--- src/rtl/sprite_draw_sequencer_if.sv ---
// Sprite move requests in, single-pixel VGA write stream out.
interface sprite_draw_sequencer_if;
  logic       player_req;
  logic [7:0] player_x_in;
  logic [6:0] player_y_in;
  logic       cpu_req;
  logic [7:0] cpu_x_in;
  logic [6:0] cpu_y_in;
  logic [7:0] x;
  logic [6:0] y;
  logic [2:0] colour;
  logic       plot;
  logic       busy;
  logic       player_done;
  logic       cpu_done;

  modport master (
    output player_req, player_x_in, player_y_in, cpu_req, cpu_x_in, cpu_y_in,
    input  x, y, colour, plot, busy, player_done, cpu_done
  );

  modport slave (
    input  player_req, player_x_in, player_y_in, cpu_req, cpu_x_in, cpu_y_in,
    output x, y, colour, plot, busy, player_done, cpu_done
  );
endinterface

--- src/rtl/sprite_draw_sequencer.sv ---
// Serialises player/CPU sprite moves into erase-then-draw pixel writes for the VGA adapter.
//   state  | meaning
//   INIT_P | draw player at start position
//   INIT_C | draw CPU at start position
//   IDLE   | wait for a pending move, arbitrate
//   ERASE  | paint granted sprite's old position in background colour
//   DRAW   | paint granted sprite at its new position
//   DONE   | commit new position, pulse done
module sprite_draw_sequencer #(
  parameter int unsigned SPRITE_W      = 4,
  parameter int unsigned SPRITE_H      = 4,
  parameter int unsigned SCREEN_W      = 160,
  parameter int unsigned SCREEN_H      = 120,
  parameter logic [2:0]  PLAYER_COLOUR = 3'b100,
  parameter logic [2:0]  CPU_COLOUR    = 3'b001,
  parameter logic [2:0]  BG_COLOUR     = 3'b000,
  parameter logic [7:0]  PLAYER_X0     = 8'd10,
  parameter logic [6:0]  PLAYER_Y0     = 7'd40,
  parameter logic [7:0]  CPU_X0        = 8'd10,
  parameter logic [6:0]  CPU_Y0        = 7'd80
) (
  input  logic                    clk,
  input  logic                    resetn,
  sprite_draw_sequencer_if.slave  bus
);

  typedef enum logic [2:0] {S_INIT_P, S_INIT_C, S_IDLE, S_ERASE, S_DRAW, S_DONE} state_t;

  localparam logic       CH_P    = 1'b0;
  localparam logic       CH_C    = 1'b1;
  localparam logic [2:0] DX_LAST = 3'(SPRITE_W - 1);
  localparam logic [2:0] DY_LAST = 3'(SPRITE_H - 1);
  localparam logic [8:0] SCR_W   = 9'(SCREEN_W);
  localparam logic [7:0] SCR_H   = 8'(SCREEN_H);

  state_t     state_q, state_d;
  logic [2:0] dx_q, dx_d, dy_q, dy_d;
  logic       p_pend_q, p_pend_d, c_pend_q, c_pend_d;
  logic [7:0] p_nx_q, p_nx_d, c_nx_q, c_nx_d, p_ox_q, p_ox_d, c_ox_q, c_ox_d, cur_nx_q, cur_nx_d;
  logic [6:0] p_ny_q, p_ny_d, c_ny_q, c_ny_d, p_oy_q, p_oy_d, c_oy_q, c_oy_d, cur_ny_q, cur_ny_d;
  logic       chan_q, chan_d, last_q, last_d;
  logic [7:0] x_q, x_d;
  logic [6:0] y_q, y_d;
  logic [2:0] colour_q, colour_d;
  logic       plot_q, plot_d, busy_q, busy_d, p_done_q, p_done_d, c_done_q, c_done_d;

  logic [7:0] base_x, pix_x;
  logic [6:0] base_y, pix_y;
  logic [2:0] pix_col;
  logic       active, last_px, grant_c;

  always_comb begin
    state_d  = state_q;
    dx_d     = dx_q;
    dy_d     = dy_q;
    p_pend_d = p_pend_q;
    c_pend_d = c_pend_q;
    p_nx_d   = p_nx_q;
    p_ny_d   = p_ny_q;
    c_nx_d   = c_nx_q;
    c_ny_d   = c_ny_q;
    p_ox_d   = p_ox_q;
    p_oy_d   = p_oy_q;
    c_ox_d   = c_ox_q;
    c_oy_d   = c_oy_q;
    cur_nx_d = cur_nx_q;
    cur_ny_d = cur_ny_q;
    chan_d   = chan_q;
    last_d   = last_q;
    base_x   = 8'd0;
    base_y   = 7'd0;
    pix_col  = BG_COLOUR;
    active   = 1'b0;
    last_px  = (dx_q == DX_LAST) && (dy_q == DY_LAST);
    grant_c  = (p_pend_q && c_pend_q) ? ~last_q : c_pend_q;

    case (state_q)
      S_INIT_P: begin
        active  = 1'b1;
        base_x  = PLAYER_X0;
        base_y  = PLAYER_Y0;
        pix_col = PLAYER_COLOUR;
      end
      S_INIT_C: begin
        active  = 1'b1;
        base_x  = CPU_X0;
        base_y  = CPU_Y0;
        pix_col = CPU_COLOUR;
      end
      S_ERASE: begin
        active  = 1'b1;
        base_x  = (chan_q == CH_C) ? c_ox_q : p_ox_q;
        base_y  = (chan_q == CH_C) ? c_oy_q : p_oy_q;
        pix_col = BG_COLOUR;
      end
      S_DRAW: begin
        active  = 1'b1;
        base_x  = cur_nx_q;
        base_y  = cur_ny_q;
        pix_col = (chan_q == CH_C) ? CPU_COLOUR : PLAYER_COLOUR;
      end
      default: ;
    endcase

    pix_x = base_x + {5'd0, dx_q};
    pix_y = base_y + {4'd0, dy_q};

    if (active) begin
      if (dx_q == DX_LAST) begin
        dx_d = 3'd0;
        dy_d = last_px ? 3'd0 : dy_q + 3'd1;
      end else begin
        dx_d = dx_q + 3'd1;
      end
    end

    case (state_q)
      S_INIT_P: if (last_px) state_d = S_INIT_C;
      S_INIT_C: if (last_px) state_d = S_IDLE;
      S_ERASE:  if (last_px) state_d = S_DRAW;
      S_DRAW:   if (last_px) state_d = S_DONE;
      S_IDLE: begin
        if (p_pend_q || c_pend_q) begin
          // Snapshot the target so later requests can overwrite the latch mid-sequence.
          chan_d   = grant_c;
          last_d   = grant_c;
          cur_nx_d = grant_c ? c_nx_q : p_nx_q;
          cur_ny_d = grant_c ? c_ny_q : p_ny_q;
          if (grant_c) c_pend_d = 1'b0;
          else         p_pend_d = 1'b0;
          dx_d    = 3'd0;
          dy_d    = 3'd0;
          state_d = S_ERASE;
        end
      end
      S_DONE: begin
        if (chan_q == CH_C) begin
          c_ox_d = cur_nx_q;
          c_oy_d = cur_ny_q;
        end else begin
          p_ox_d = cur_nx_q;
          p_oy_d = cur_ny_q;
        end
        state_d = S_IDLE;
      end
      default: state_d = S_IDLE;
    endcase

    if (bus.player_req) begin
      p_pend_d = 1'b1;
      p_nx_d   = bus.player_x_in;
      p_ny_d   = bus.player_y_in;
    end
    if (bus.cpu_req) begin
      c_pend_d = 1'b1;
      c_nx_d   = bus.cpu_x_in;
      c_ny_d   = bus.cpu_y_in;
    end

    x_d      = active ? pix_x : x_q;
    y_d      = active ? pix_y : y_q;
    colour_d = active ? pix_col : colour_q;
    plot_d   = active && ({1'b0, pix_x} < SCR_W) && ({1'b0, pix_y} < SCR_H);
    p_done_d = (state_q == S_DONE) && (chan_q == CH_P);
    c_done_d = (state_q == S_DONE) && (chan_q == CH_C);
    busy_d   = (state_d != S_IDLE);
  end

  always_ff @(posedge clk) begin
    if (resetn) begin
      state_q  <= S_INIT_P;
      dx_q     <= 3'd0;
      dy_q     <= 3'd0;
      p_pend_q <= 1'b0;
      c_pend_q <= 1'b0;
      p_nx_q   <= 8'd0;
      p_ny_q   <= 7'd0;
      c_nx_q   <= 8'd0;
      c_ny_q   <= 7'd0;
      p_ox_q   <= PLAYER_X0;
      p_oy_q   <= PLAYER_Y0;
      c_ox_q   <= CPU_X0;
      c_oy_q   <= CPU_Y0;
      cur_nx_q <= 8'd0;
      cur_ny_q <= 7'd0;
      chan_q   <= CH_P;
      last_q   <= CH_C;
      x_q      <= 8'd0;
      y_q      <= 7'd0;
      colour_q <= 3'd0;
      plot_q   <= 1'b0;
      busy_q   <= 1'b1;
      p_done_q <= 1'b0;
      c_done_q <= 1'b0;
    end else begin
      state_q  <= state_d;
      dx_q     <= dx_d;
      dy_q     <= dy_d;
      p_pend_q <= p_pend_d;
      c_pend_q <= c_pend_d;
      p_nx_q   <= p_nx_d;
      p_ny_q   <= p_ny_d;
      c_nx_q   <= c_nx_d;
      c_ny_q   <= c_ny_d;
      p_ox_q   <= p_ox_d;
      p_oy_q   <= p_oy_d;
      c_ox_q   <= c_ox_d;
      c_oy_q   <= c_oy_d;
      cur_nx_q <= cur_nx_d;
      cur_ny_q <= cur_ny_d;
      chan_q   <= chan_d;
      last_q   <= last_d;
      x_q      <= x_d;
      y_q      <= y_d;
      colour_q <= colour_d;
      plot_q   <= plot_d;
      busy_q   <= busy_d;
      p_done_q <= p_done_d;
      c_done_q <= c_done_d;
    end
  end

  assign bus.x           = x_q;
  assign bus.y           = y_q;
  assign bus.colour      = colour_q;
  assign bus.plot        = plot_q;
  assign bus.busy        = busy_q;
  assign bus.player_done = p_done_q;
  assign bus.cpu_done    = c_done_q;

endmodule

--- src/flat_wrapper.sv ---
// flat-port wrapper written by rule: the top's interface ports become plain ports
module sprite_draw_sequencer_flat 
#(
  parameter int unsigned SPRITE_W      = 4,
  parameter int unsigned SPRITE_H      = 4,
  parameter int unsigned SCREEN_W      = 160,
  parameter int unsigned SCREEN_H      = 120,
  parameter logic [2:0]  PLAYER_COLOUR = 3'b100,
  parameter logic [2:0]  CPU_COLOUR    = 3'b001,
  parameter logic [2:0]  BG_COLOUR     = 3'b000,
  parameter logic [7:0]  PLAYER_X0     = 8'd10,
  parameter logic [6:0]  PLAYER_Y0     = 7'd40,
  parameter logic [7:0]  CPU_X0        = 8'd10,
  parameter logic [6:0]  CPU_Y0        = 7'd80
)
  (clk, resetn, bus_player_req, bus_player_x_in, bus_player_y_in, bus_cpu_req, bus_cpu_x_in, bus_cpu_y_in, bus_x, bus_y, bus_colour, bus_plot, bus_busy, bus_player_done, bus_cpu_done);
  sprite_draw_sequencer_if bus_i ();
  input  logic clk;
  input  logic resetn;
  input wire logic [$bits(bus_i.player_req)-1:0] bus_player_req;
  input wire logic [$bits(bus_i.player_x_in)-1:0] bus_player_x_in;
  input wire logic [$bits(bus_i.player_y_in)-1:0] bus_player_y_in;
  input wire logic [$bits(bus_i.cpu_req)-1:0] bus_cpu_req;
  input wire logic [$bits(bus_i.cpu_x_in)-1:0] bus_cpu_x_in;
  input wire logic [$bits(bus_i.cpu_y_in)-1:0] bus_cpu_y_in;
  output wire logic [$bits(bus_i.x)-1:0] bus_x;
  output wire logic [$bits(bus_i.y)-1:0] bus_y;
  output wire logic [$bits(bus_i.colour)-1:0] bus_colour;
  output wire logic [$bits(bus_i.plot)-1:0] bus_plot;
  output wire logic [$bits(bus_i.busy)-1:0] bus_busy;
  output wire logic [$bits(bus_i.player_done)-1:0] bus_player_done;
  output wire logic [$bits(bus_i.cpu_done)-1:0] bus_cpu_done;
  assign bus_i.player_req = bus_player_req;
  assign bus_i.player_x_in = bus_player_x_in;
  assign bus_i.player_y_in = bus_player_y_in;
  assign bus_i.cpu_req = bus_cpu_req;
  assign bus_i.cpu_x_in = bus_cpu_x_in;
  assign bus_i.cpu_y_in = bus_cpu_y_in;
  assign bus_x = bus_i.x;
  assign bus_y = bus_i.y;
  assign bus_colour = bus_i.colour;
  assign bus_plot = bus_i.plot;
  assign bus_busy = bus_i.busy;
  assign bus_player_done = bus_i.player_done;
  assign bus_cpu_done = bus_i.cpu_done;
  sprite_draw_sequencer #(.SPRITE_W(SPRITE_W), .SPRITE_H(SPRITE_H), .SCREEN_W(SCREEN_W), .SCREEN_H(SCREEN_H), .PLAYER_COLOUR(PLAYER_COLOUR), .CPU_COLOUR(CPU_COLOUR), .BG_COLOUR(BG_COLOUR), .PLAYER_X0(PLAYER_X0), .PLAYER_Y0(PLAYER_Y0), .CPU_X0(CPU_X0), .CPU_Y0(CPU_Y0)) u_core (.clk(clk), .resetn(resetn), .bus(bus_i));
endmodule
--- config.mk ---
export PLATFORM = sky130hd
export DESIGN_NAME = sprite_draw_sequencer_flat
export DESIGN_NICKNAME = d
export VERILOG_FILES = /design/src/rtl/sprite_draw_sequencer_if.sv /design/src/rtl/sprite_draw_sequencer.sv /design/src/flat_wrapper.sv
export SDC_FILE = /design/constraint.sdc
export NUM_CORES = 1
export LEC_CHECK = 0
export ABC_CLOCK_PERIOD_IN_PS = 7800
export BUFFER_PORTS_ARGS = -buffer_cell sky130_fd_sc_hd__buf_2
export CELL_PAD_IN_SITES_DETAIL_PLACEMENT = 0
export CELL_PAD_IN_SITES_GLOBAL_PLACEMENT = 1
export CORE_ASPECT_RATIO = 0.9
export CORE_MARGIN = 3
export CORE_UTILIZATION = 35
export DETAILED_ROUTE_END_ITERATION = 8
export PLACE_DENSITY_LB_ADDON = 0.12
export SYNTH_ARGS = -nofsm -noshare
export SYNTH_HDL_FRONTEND = slang
export SYNTH_SLANG_ARGS = --single-unit
--- constraint.sdc ---
create_clock -name clk -period 7.8 [get_ports clk]
set_clock_uncertainty 0.2 [all_clocks]
set_input_delay 0.39 -clock clk [delete_from_list [all_inputs] [get_ports clk]]
set_output_delay 0.39 -clock clk [all_outputs]
set_load 0.02 [all_outputs]
== Word-level counts from Yosys, hierarchy flattened ==
Index checks and enable logic that the tools add are counted.
Word-level totals
  register bits: 110
  latch bits: 0
  memory bits (writable): 0
  memory bits (read-only): 0
  input bits: 34
  output and inout port bits: 22
  logic and storage cells: 94
  memories kept: 0
Operators by class
  $add $sub $neg: 4
  multiply operators: 0
  divide/modulo/power cells: 0
  $lt $le $gt $ge: 2
  equality and inequality tests: 9
  shifts and indexed selects: 0
  muxes and demuxes: 33
  bitwise gates (word level): 2
  reductions and logical operators: 20
Operators with widths (number)
  $mux W3: 15
  $pmux W7 S4: 1
  $pmux W8 S3: 1
  $mux W8: 2
  $pmux W3 S5: 1
  $mux W7: 2
  $eq A3 B2 Y1 const B: 4
  $mux W1: 10
  $reduce_bool A2 Y1: 5
  $pmux W3 S3: 1
  $add A8 B3 Y8: 1
  $lt A8 B8 Y1 const B: 1
  $add A7 B3 Y7: 1
  $lt A7 B7 Y1 const B: 1
  $add A3 B1 Y3 const B: 2
  $eq A3 B3 Y1 const B: 2
  $logic_and A1 B1 Y1: 6
  $reduce_and A2 Y1: 3
  $reduce_and A3 Y1: 2
  $reduce_or A4 Y1: 1
  $eq A3 B1 Y1 const B: 1
  $logic_not A3 Y1: 1
  $ne A3 B2 Y1 const B: 1
  $ne A2 B2 Y1 const B: 1
  other kinds (3): 4

== Longest topological paths before layout ==
Gate-level depths: netlist of the first run.
  depth after elaboration: 7
  gate-level depth with buffers: 13
  depth with buffers taken out: 11

== Least setup slack after synthesis of the first run ==
Ideal clock, no wire load.
  kind: flip-flop to flip-flop
  start point: register u_core.chan_q
  end point: register u_core.plot_q (netlist: u_core.bus.plot)
  setup time: 0.127 ns
  arrival time: 2.361 ns
  data required time: 7.473 ns
  setup slack: 5.112 ns
  cell stages (with the launch flop): 12
  buffers on the path: 2
  period minus slack after synthesis: 2.688 ns
  path through: dfxtp_1 buf_2 buf_2 mux2i_1 o21ai_0 ha_1 fa_1 a21oi_1 xnor2_1 a22oi_1 nor3_1 a211oi_2
Between the ends
  cells in the longest elaborated chain, start to end: 6
  elaborated cells between the ends (all ways): 10
  those cells by class: add/sub: 2; order compare: 2; mux: 4; reduce/logical: 2
Ends and longest elaborated chain
  start: declaration: line sprite_draw_sequencer.sv:41  | logic chan_q, chan_d, last_q, last_d;
  start signal: assignment: line sprite_draw_sequencer.sv:211  | chan_q <= chan_d;
  $mux W8: line sprite_draw_sequencer.sv:92  | base_x = (chan_q == CH_C) ? c_ox_q : p_ox_q;
  $pmux W8 S3: line sprite_draw_sequencer.sv:77  | case (state_q)
  $add A8 B3 Y8: line sprite_draw_sequencer.sv:105  | pix_x = base_x + {5'd0, dx_q};
  $lt A8 B8 Y1: line sprite_draw_sequencer.sv:163  | plot_d = active && ({1'b0, pix_x} < SCR_W) && ({1'b0, pix_y} < SCR_H);
  $logic_and A1 B1 Y1: line sprite_draw_sequencer.sv:163
  $logic_and A1 B1 Y1 *: line sprite_draw_sequencer.sv:163
  end signal: assignment: line sprite_draw_sequencer.sv:216  | plot_q <= plot_d;
  end: declaration: line sprite_draw_sequencer.sv:45  | logic plot_q, plot_d, busy_q, busy_d, p_done_q, p_done_d, c_done_q, c_done_d;
Mark *: on every way between the ends. The rest lies on a longest branch, timed or not.
A chain may end at the register's enable or synchronous reset.

== Worst setup path after layout of the first run ==
  start point: register u_core.state_q[1]
  end point: register u_core.x_q[6] (netlist: u_core.bus.x[6])
Between the ends
  cells in the longest elaborated chain, start to end: 4
  elaborated cells between the ends (all ways): 9
  those cells by class: add/sub: 1; eq/ne: 3; mux: 2; reduce/logical: 3
Ends and longest elaborated chain
  start: declaration: line sprite_draw_sequencer.sv:36  | state_t state_q, state_d;
  start signal: assignment: line sprite_draw_sequencer.sv:196  | state_q <= state_d;
  $eq A3 B1 Y1 or $logic_not A3 Y1 (tied branches): line sprite_draw_sequencer.sv:77
  $reduce_or A2 Y1 (no line)
  $pmux W8 S3: line sprite_draw_sequencer.sv:77
  $add A8 B3 Y8: line sprite_draw_sequencer.sv:105
  end signal: assignment: line sprite_draw_sequencer.sv:188  | x_q <= 8'd0;
  end signal: assignment: line sprite_draw_sequencer.sv:213  | x_q <= x_d;
  end: declaration: line sprite_draw_sequencer.sv:42  | logic [7:0] x_q, x_d;
Parallel ways exist; a longest one is shown, timed or not.

==> metrics, run 1 <==
DR vias 3743; Slowest cell on crit path dfxtp_1; commonest cells in the netlist dfxtp_1 (109), nand2_1 (94), nor2_1 (74); hold slack 0.0670 ns; library cells used by synthesis 46; Critical Path RT 7.80 ns; Post-synth EDFFs 0; Setup Crit Path Kind reg -> reg; dominant cells by area after synthesis dfxtp_1 (46%), mux2i_1 (12%), nand2_1 (7.4%); Final ANT Viol Nets 0; share of post-route cells with drive strength above 1 14.1%; Routed WL per cell 15.3 µm; clock tree buffer depth 2; pwr/cell area 201 nW/µm²; Final Cell Area 5440 µm²; Clock transition at path regs 0.07 ns; vias in the first global route 3494; ant diodes 0; Final Hold Fails 0; hold path start bus_player_y_in[1]; Placed Area 5150 µm²; Synth Area per Inst 8.70 µm²; WP data arrival 3.23 ns; final WL 11.5 mm; root buffer cell clkbuf_16; synthesized net count 595; startpoint types register; hold crit path type in -> reg; # IOs 56; Die Area 15100 µm²; Lkg Pwr 2.16 nW; CTS H-Tree Depth 3; leading area contributor after synthesis dfxtp_1; Chip Width 129 µm; Max Cap Viol 0; first-pass GRT wire length 18.7 mm; setup TNS 0 ns; Hold Path Depth 3; GRT Util Overall 15.9%; fin util 41.7%; synthesized instance count 551; CP peak stage delay 0.62 ns; slack of the worst reg-to-reg path 4.57 ns; # clock sinks 109; Rel. slew slack 29.7%; Tcrit/Tclk final 41.4%; CP Cell Sequence nand3b_1 > o21ai_0 > ha_1 > inv_1 > fa_1 > nor2b_1 > o21ai_1 > nor3b_1 > xnor2_1 > a21oi_1; Synth Warn # 0; worst skew pair latency 0.36 ns; largest net degree at the start of global routing 104; async set-or-reset flop fraction in the synthesized netlist 0%; total clock buffers created by CTS 9; sequential-to-total area share from yosys stat 45.5%; Slew Limit Fails 0; fin nets 628; status finished, final reports clean; DR iter-0 viols 239; clock tree from TritonCTS done; initial antenna violation count 0; post-route minimum period 3.23 ns; GP Congestion 0.818; count leader, synth dfxtp_1; Design Power 1.10 mW; RR Endpoint u_core.bus.x[6]$_SDFFE_PP0N_; core area 13000 µm²; Least-Margin Pin Slew 1.05 ns; DR vias/cell 4.97; worst r2r src u_core.state_q[1]$_SDFF_PP0_; # resized after CTS 0; gr ovfl total 0; top cell type's share of synthesized area 45.5%; I/O Buffers 54; Post-CTS Setup Repair Bufs 0; worst r2r path cells 10; Post-CTS Hold Buffers 0; worst hold endpoint u_core.p_ny_q[1]$_SDFFE_PP0P_; HPWL after DPL 7.91 mm; floorplan row count 39; first-pass iteration count of the detailed router 5; initial core utilization 36.8%; area grow syn2layout 13.4%; maximum VDD drop 117 µV; CP max FO 16; CP endpoint kind register; fmax 309 MHz; RSZ-0062 raised after global routing false; Top FF cell, synth dfxtp_1; die height 117 µm; Final setup viols 0; DRC viols 0; post-synthesis cell area 4790 µm²; synthesis-stage register bit count 109
==> worst max-delay path: cells and delay by family (launching register included) <==
kind / cells / cell delay (ns)
AOI/OAI and AO/OA: 3 / 0.56
buffers and inverters: 1 / 0.06
adders and majority gates: 2 / 0.60
DFF: 1 / 0.62
and+or+nand+nor: 3 / 0.91
xor gates and xnor gates: 1 / 0.14
==> stage by stage <==
| stage | setup WS [ns] | std cells |
|---|---|---|
| 2_1_floorplan | 5.11 | 551 |
| 3_3_place_gp | 4.77 | 737 |
| 3_5_place_dp | 4.60 | 737 |
| 4_1_cts | 4.55 | 753 |
| 5_1_grt | 4.24 | 753 |
| 6_report | 4.57 | 753 |
==> flip-flops by register name, summed over array words and instances (netlist names), 2 cells and up <==
| name | count |
|---|---|
| u_core.p_ny_q | 7 |
| u_core.p_ox_q | 8 |
| u_core.c_oy_q | 7 |
| u_core.bus.y | 7 |
| u_core.cur_ny_q | 7 |
| u_core.c_ny_q | 7 |
| u_core.dx_q | 3 |
| u_core.p_nx_q | 8 |
| u_core.c_nx_q | 8 |
| u_core.dy_q | 3 |
| u_core.cur_nx_q | 8 |
| u_core.bus.x | 8 |
| u_core.p_oy_q | 7 |
| u_core.state_q | 3 |
| u_core.c_ox_q | 8 |
| u_core.bus.colour | 2 |
==> cells by family after synthesis <==
| family | share of synthesized area, % |
|---|---|
| XOR/XNOR | 1.65 |
| buffers and inverters | 3.92 |
| flip-flops | 45.5 |
| AO/OA/AOI/OAI | 14.4 |
| AND/OR/NAND/NOR | 18.9 |
| adder cells (fa/ha/maj) | 2.92 |
| multiplexers | 12.6 |
| other | 0.0783 |
==> final cells by class <==
type / count / area (µm²)
sequential: 109 / 2180
clock buffer: 11 / 243
multi-input combinational: 398 / 2430
fill: 1353 / 7590
timing repair buffer: 59 / 308
inverter: 7 / 26.3
tap: 164 / 205
clock inverter: 5 / 41.3
==> per-layer routing <==
metal / up-vias / track usage [%] / wire [µm]
met5: - / 0 / 0
met4: 0 / 4.90 / 138
met3: 10 / 4.13 / 586
met2: 86 / 24.7 / 4990
met1: 1698 / 21.9 / 5820
li1: 1949 / - / -
==> worst max-delay path by stage <==
| stage | cells past startpoint | from | slack [ns] | end |
|---|---|---|---|---|
| 2_1_floorplan | 11 | u_core.chan_q$_SDFFE_PP0P_ | 5.11 | u_core.bus.plot$_SDFF_PP0_ |
| 3_3_place_gp | 10 | u_core.state_q[1]$_SDFF_PP0_ | 4.77 | u_core.bus.x[6]$_SDFFE_PP0N_ |
| 3_5_place_dp | 10 | u_core.state_q[1]$_SDFF_PP0_ | 4.60 | u_core.bus.x[6]$_SDFFE_PP0N_ |
| 4_1_cts | 10 | u_core.state_q[1]$_SDFF_PP0_ | 4.55 | u_core.bus.x[6]$_SDFFE_PP0N_ |
| 5_1_grt | 10 | u_core.state_q[1]$_SDFF_PP0_ | 4.24 | u_core.bus.x[6]$_SDFFE_PP0N_ |
| 6_report | 10 | u_core.state_q[1]$_SDFF_PP0_ | 4.57 | u_core.bus.x[6]$_SDFFE_PP0N_ |
==> layout by cell type, fill, tap and decap left out, types with 2 or more instances in the layout <==
cell type / count
dfxtp_1: 109
nand2_1: 94
nor2_1: 74
mux2i_1: 57
buf_2: 54
a21oi_1: 51
a211oi_1: 18
o21ai_0: 12
nand3b_1: 10
clkbuf_16: 9
nor3_1: 8
ha_1: 8
inv_1: 7
nand2b_1: 6
xnor2_1: 6
buf_4: 5
nor2b_1: 4
a22oi_1: 4
a21o_1: 4
and2_1: 3
xor2_1: 3
mux2_2: 3
nor3b_1: 2
o21a_1: 2
o21ai_1: 2
a2111oi_0: 2
or3_1: 2
o31ai_1: 2
fa_1: 2
inv_6: 2
==> where the power goes <==
group / total (mW) / internal, mW / switching (mW)
Sequential: 0.580 / 0.571 / 0.00910
Combinational: 0.0687 / 0.0305 / 0.0382
Clock: 0.446 / 0.230 / 0.216
No activity file was read; power rests on OpenSTA's default activity.
==> run 2: changes to the inputs <==
ABC_CLOCK_PERIOD_IN_PS = 2900   (was 7800)
clock period = 2.9 ns   (was 7.8 ns; I/O delays follow)
==> run 2 against run 1 <==
Compared with the run above: worst hold slack better by 0.034 ns; clock power rose to 2.8 times the previous value; via count increased by 4.0%; critical path type unchanged; maximum frequency rose by 24%; sequential power grew to 2.7 times the previous value; wire length is 0.84% lower; final cell count up 5.4%; largest cell class unchanged; first-iteration DRC count fell by 33%; global-route usage is 0.14 points lower; critical endpoint is now u_core.bus.plot$_SDFF_PP0_; die area is the same; sequential cell count unchanged.
==> metrics, run 2 (synthesized netlist as in run 1, its figures left out) <==
status finished, final reports clean (unchanged); hold path start resetn (was bus_player_y_in[1]); RSZ-0062 raised after global routing false (unchanged); most frequent cells in the layout dfxtp_1 (107), nand2_1 (94), nor2_1 (74) (was dfxtp_1 (109), nand2_1 (94), nor2_1 (74)); DR vias 3893 (was 3743); pwr/cell area 520 nW/µm² (was 201 nW/µm²); clock tree from TritonCTS done (unchanged); Psw 0.711 mW (was 0.264 mW); maximum VDD drop 348 µV (was 117 µV); Setup Crit Path Kind reg -> reg (unchanged); Die Area 15100 µm² (unchanged); gr ovfl total 0 (unchanged); post-route minimum period 2.61 ns (was 3.23 ns); Lkg Pwr 2.35 nW (was 2.16 nW); Clock transition at path regs 0.07 ns (about the same); fraction of power spent switching nets 23.4% (was 24.1%); Chip Width 129 µm (unchanged); area grow syn2layout 21.9% (was 13.4%); share of post-route cells with drive strength above 1 15.2% (was 14.1%); floorplan row count 39 (unchanged); root buffer cell clkbuf_16 (unchanged); WP data arrival 2.64 ns (was 3.23 ns); final WL 11.4 mm (was 11.5 mm); hold crit path type in -> reg (unchanged); # clock sinks 109 (unchanged); CP max FO 10 (was 16); clock tree buffer depth 2 (unchanged); RR Endpoint u_core.bus.plot$_SDFF_PP0_ (was u_core.bus.x[6]$_SDFFE_PP0N_); vias in the first global route 3680 (was 3494); Final Hold Fails 0 (unchanged); Rel. slew slack 56.5% (was 29.7%); internal power 2.33 mW (was 0.831 mW); Seq pwr share 51.3% (was 53.0%); GP Congestion 0.767 (was 0.818); DR iter-0 viols 160 (was 239); worst r2r path cells 11 (was 10); Critical Path RT 2.93 ns (was 7.80 ns); initial core utilization 36.8% (unchanged); fmax 384 MHz (was 309 MHz); met1 usage 22.1% (was 21.9%); fin util 44.8% (was 41.7%); CTS H-Tree Depth 3 (unchanged); Slew Limit Fails 0 (unchanged); commonest non-fill, non-tap cell in the layout dfxtp_1 (unchanged); die height 117 µm (unchanged); routing usage on met3 4.45% (was 4.13%); ant diodes 0 (unchanged); Max Cap Viol 0 (unchanged); GRT Util Overall 15.8% (was 15.9%); crit path to u_core.bus.plot$_SDFF_PP0_ (was u_core.bus.x[6]$_SDFFE_PP0N_); Routed WL per cell 14.4 µm (was 15.3 µm); global routing's busiest layer met2 (unchanged); core area 13000 µm² (unchanged); I/O Buffers 54 (unchanged); grt met2 use 24.3% (was 24.7%); slack of the worst reg-to-reg path 0.29 ns (was 4.57 ns); largest net degree at the start of global routing 46 (was 104); DRC viols 0 (unchanged); total clock buffers created by CTS 9 (unchanged); Tcrit/Tclk final 89.8% (was 41.4%); worst skew pair latency 0.35 ns (was 0.36 ns); Final ANT Viol Nets 0 (unchanged); CP endpoint kind register (unchanged); first-pass GRT wire length 18.8 mm (was 18.7 mm); Setup crit start u_core.state_q[2]$_SDFF_PP0_ (was u_core.state_q[1]$_SDFF_PP0_); Clock Power Share 41.6% (was 40.7%); # IOs 56 (unchanged); first-pass iteration count of the detailed router 4 (was 5); Gate power share 7.1% (was 6.3%); placed cells 747 (was 737); DR vias/cell 4.90 (was 4.97); Least-Margin Pin Slew 0.652 ns (was 1.05 ns); startpoint types register (unchanged); Non-Filler Instances 794 (was 753); initial antenna violation count 0 (unchanged); HPWL after DPL 7.97 mm (was 7.91 mm); worst r2r src u_core.state_q[2]$_SDFF_PP0_ (was u_core.state_q[1]$_SDFF_PP0_); fin nets 669 (was 628); Final setup viols 0 (unchanged); hold slack 0.101 ns (was 0.0670 ns)
[run 2: what timing repair did]
action	CTS	global route
setup endpoints to repair	1	3
pin swaps	0	1
endpoints found under the hold margin	30	0
hold buffers	30	0
setup buffers	0	1
gates resized for setup	1	5
[run 2: through the flow]
step	setup TNS [ns]	setup WS [ns]	area (µm²)	total power, mW
after floorplan	0	0.212	4790	1.72
after global placement	0	0.115	5220	1.78
after detailed placement	-0.0791	-0.0791	5220	1.78
after CTS	0	0.0220	5820	3.08
after global routing	0	0.0345	5840	3.17
final	0	0.295	5840	3.04
[run 2: area by class of cell]
| cell class | count | area [µm²] |
|---|---|---|
| fillers | 1253 | 7190 |
| multi-input cells | 398 | 2440 |
| flip-flops and latches | 109 | 2180 |
| repair buffers | 100 | 691 |
| clock buffers | 11 | 233 |
| well taps | 164 | 205 |
| clock inverters | 5 | 66.3 |
| inverters | 7 | 26.3 |
[run 2: power groups by stage]
stage          combinational, mW  sequential [mW]  clock (mW)
6_report                   0.217             1.56        1.26
4_1_cts                    0.218             1.56        1.30
3_3_place_gp               0.185             1.59           0
3_5_place_dp               0.187             1.59           0
2_1_floorplan              0.122             1.60           0
5_1_grt                    0.241             1.57        1.36
[run 2: worst min path at each step]
stage	to	depth (start not counted)
after floorplan	u_core.p_nx_q[0]$_SDFFE_PP0P_	2
after global placement	u_core.c_ny_q[6]$_SDFFE_PP0P_	3
after detailed placement	u_core.c_nx_q[5]$_SDFFE_PP0P_	3
after CTS	u_core.state_q[2]$_SDFF_PP0_	2
after global routing	u_core.state_q[2]$_SDFF_PP0_	2
final	u_core.state_q[2]$_SDFF_PP0_	2
[run 2: critical path, cell delays in order, from the launching register on]
cell and delay (ns):
dfxtp_1 0.33, nor3b_2 0.16, buf_4 0.17, nand2_1 0.06
o21ai_0 0.12, ha_1 0.24, fa_1 0.41, a21oi_1 0.23
xnor2_1 0.15, a22oi_1 0.09, nor3_2 0.26, a211oi_2 0.07
[run 2: layer usage]
metal,share of wire (%),wire [µm],vias to the layer above
met3,4.4,501,8
met1,52,5980,1770
met4,0.63,72,0
met5,0,0,-
li1,-,-,2036
met2,43,4890,79
==> run 3: changes to the inputs <==
CTS_BUF_LIST = sky130_fd_sc_hd__clkbuf_2   (was unset)
==> run 3 against run 2 <==
Compared with the run above: combinational power is 27% higher; clock power shrank 40%; non-clock buffer count is 39 higher; sequential cell count unchanged; largest cell class unchanged; sequential share of layout area fell by 1.3 points; sequential power hardly changed; total power fell by 14%.
==> metrics, run 3 (synthesized netlist as in run 1, its figures left out) <==
status finished, final reports clean (unchanged); Clock transition at path regs 0.30 ns (was 0.07 ns); DR vias 4058 (was 3893); worst r2r src u_core.state_q[2]$_SDFF_PP0_ (unchanged); Final setup viols 0 (unchanged); CP endpoint kind register (unchanged); CP max FO 10 (unchanged); Final Cell Area 6050 µm² (was 5840 µm²); floorplan row count 39 (unchanged); startpoint types register (unchanged); Critical Path RT 3.24 ns (was 2.93 ns); # clock sinks 109 (unchanged); Lkg Pwr 2.41 nW (was 2.35 nW); gr ovfl total 0 (unchanged); initial core utilization 36.8% (unchanged); slack of the worst reg-to-reg path 0.25 ns (was 0.29 ns); final WL 12.0 mm (was 11.4 mm); fmax 377 MHz (was 384 MHz); Setup Crit Path Kind reg -> reg (unchanged); HPWL after DPL 7.97 mm (unchanged); post-route minimum period 2.65 ns (was 2.61 ns); worst skew pair latency 0.64 ns (was 0.35 ns); root buffer cell clkbuf_2 (was clkbuf_16); GP Congestion 0.767 (unchanged); CTS H-Tree Depth 3 (unchanged); first-pass iteration count of the detailed router 6 (was 4); area grow syn2layout 26.3% (was 21.9%); worst r2r path cells 11 (unchanged); Slew Limit Fails 0 (unchanged); Final ANT Viol Nets 0 (unchanged); Tcrit/Tclk final 91.5% (was 89.8%); Least-Margin Pin Slew 0.644 ns (was 0.652 ns); clock tree from TritonCTS done (unchanged); fin nets 708 (was 669); Die Area 15100 µm² (unchanged); CP peak stage delay 0.41 ns (about the same); Chip Width 129 µm (unchanged); commonest non-fill, non-tap cell in the layout dfxtp_1 (unchanged); Placed Area 5220 µm² (unchanged); DR vias/cell 4.87 (was 4.90); total clock buffers created by CTS 9 (unchanged); # IOs 56 (unchanged); core area 13000 µm² (unchanged); RSZ-0062 raised after global routing false (unchanged); I/O Buffers 54 (unchanged); Hold Path Depth 2 (unchanged); RR Endpoint u_core.bus.plot$_SDFF_PP0_ (unchanged); Routed WL per cell 14.4 µm (about the same); largest net degree at the start of global routing 46 (unchanged); WP data arrival 2.99 ns (was 2.64 ns); hold path start u_core.bus.x[0]$_SDFFE_PP0N_ (was resetn); most frequent cells in the layout dfxtp_1 (107), nand2_1 (94), nor2_1 (74) (unchanged); setup TNS 0 ns (unchanged); clock tree buffer depth 2 (unchanged); Slowest cell on crit path fa_1 (unchanged); ant diodes 0 (unchanged); Max Cap Viol 0 (unchanged); DRC viols 0 (unchanged); Rel. slew slack 57.0% (was 56.5%); DR iter-0 viols 183 (was 160); pwr/cell area 430 nW/µm² (was 520 nW/µm²); maximum VDD drop 291 µV (was 348 µV); vias in the first global route 3881 (was 3680); hold crit path type reg -> reg (was in -> reg); GRT Util Overall 16.5% (was 15.8%); worst hold endpoint u_core.bus.x[0]$_SDFFE_PP0N_ (was u_core.state_q[2]$_SDFF_PP0_); die height 117 µm (unchanged); initial antenna violation count 0 (unchanged); Fillers 1251 (was 1253); Final Hold Fails 0 (unchanged); share of post-route cells with drive strength above 1 14.8% (was 15.2%); first-pass GRT wire length 19.6 mm (was 18.8 mm); CP Cell Sequence nor3b_2 > buf_4 > nand2_1 > o21ai_0 > ha_1 > fa_1 > a21oi_1 > xnor2_1 > a22oi_1 > nor3_2 > a211oi_2 (unchanged)
-- run 3: cell count changes in the layout (fill, tap and decap cells not counted) --
cell,previous run,this run
clkbuf_16,9,0
dlygate4sd3_1,30,68
clkbuf_2,0,11
clkbuf_1,2,0
buf_4,16,17
-- run 3: final cells by class --
| cell class | count | area [µm²] | area share (%) |
|---|---|---|---|
| multi-input cells | 398 | 2440 | 40.3 |
| flip-flops and latches | 109 | 2180 | 36.1 |
| repair buffers | 139 | 1080 | 17.8 |
| well taps | 164 | 205 | 3.39 |
| clock inverters | 5 | 66.3 | 1.10 |
| clock buffers | 11 | 55.1 | 0.910 |
| inverters | 7 | 26.3 | 0.434 |
-- run 3: timing repair --
action / 4_1_cts / 5_1_grt
hold buffers: 68 / 0
gates resized for setup: 1 / 5
pin swaps: 0 / 1
buffers inserted: 0 / 2
endpoints found under the hold margin: 61 / 0
setup endpoints to repair: 1 / 3
-- run 3: how the worst max path moves through the flow --
stage,start,endpoint,slack [ns],cells after the start
after CTS,u_core.state_q[0]$_SDFF_PP0_,u_core.bus.plot$_SDFF_PP0_,0.003,11
after global routing,u_core.state_q[1]$_SDFF_PP0_,u_core.bus.plot$_SDFF_PP0_,0.06,11
final,u_core.state_q[2]$_SDFF_PP0_,u_core.bus.plot$_SDFF_PP0_,0.25,11
after floorplan,u_core.chan_q$_SDFFE_PP0P_,u_core.bus.plot$_SDFF_PP0_,0.21,11
after global placement,u_core.state_q[0]$_SDFF_PP0_,u_core.bus.plot$_SDFF_PP0_,0.12,9
after detailed placement,u_core.state_q[0]$_SDFF_PP0_,u_core.bus.plot$_SDFF_PP0_,-0.08,9
-- run 3: report_power, final --
group / switching [mW] / leakage (nW) / internal, mW
clock: 0.538 / 0.0751 / 0.219
sequential: 0.0238 / 0.889 / 1.55
combinational: 0.119 / 1.45 / 0.156
-- run 3: per-layer routing --
metal  vias up  share of wire (%)  GRT usage, %
li1       2114                  -             -
met4         0                1.1          4.41
met2        91                 44          26.2
met5         -                  0             0
met1      1844                 50          22.7
met3         9                5.0          3.77
-- run 3: through the flow --
stage          power, mW  util (%)  cells  setup slack [ns]  hold WS, ns
2_1_floorplan       1.72         -    551             0.212       0.0921
3_3_place_gp        1.78      40.1    747             0.115        0.178
3_5_place_dp        1.78      40.1    747           -0.0791        0.185
4_1_cts             2.63      46.2    831           0.00250        0.275
5_1_grt             2.72      46.5    833            0.0647        0.287
6_report            2.60      46.5    833             0.247        0.271
-- run 3: worst max-delay path: cells and delay by family (launching register included) --
kind            cells  cell delay (ns)
compound gates      4             0.51
xor+xnor            1             0.15
fa+ha+maj           2             0.65
buf+inv             1             0.17
flops               1             0.39
simple gates        3             0.47
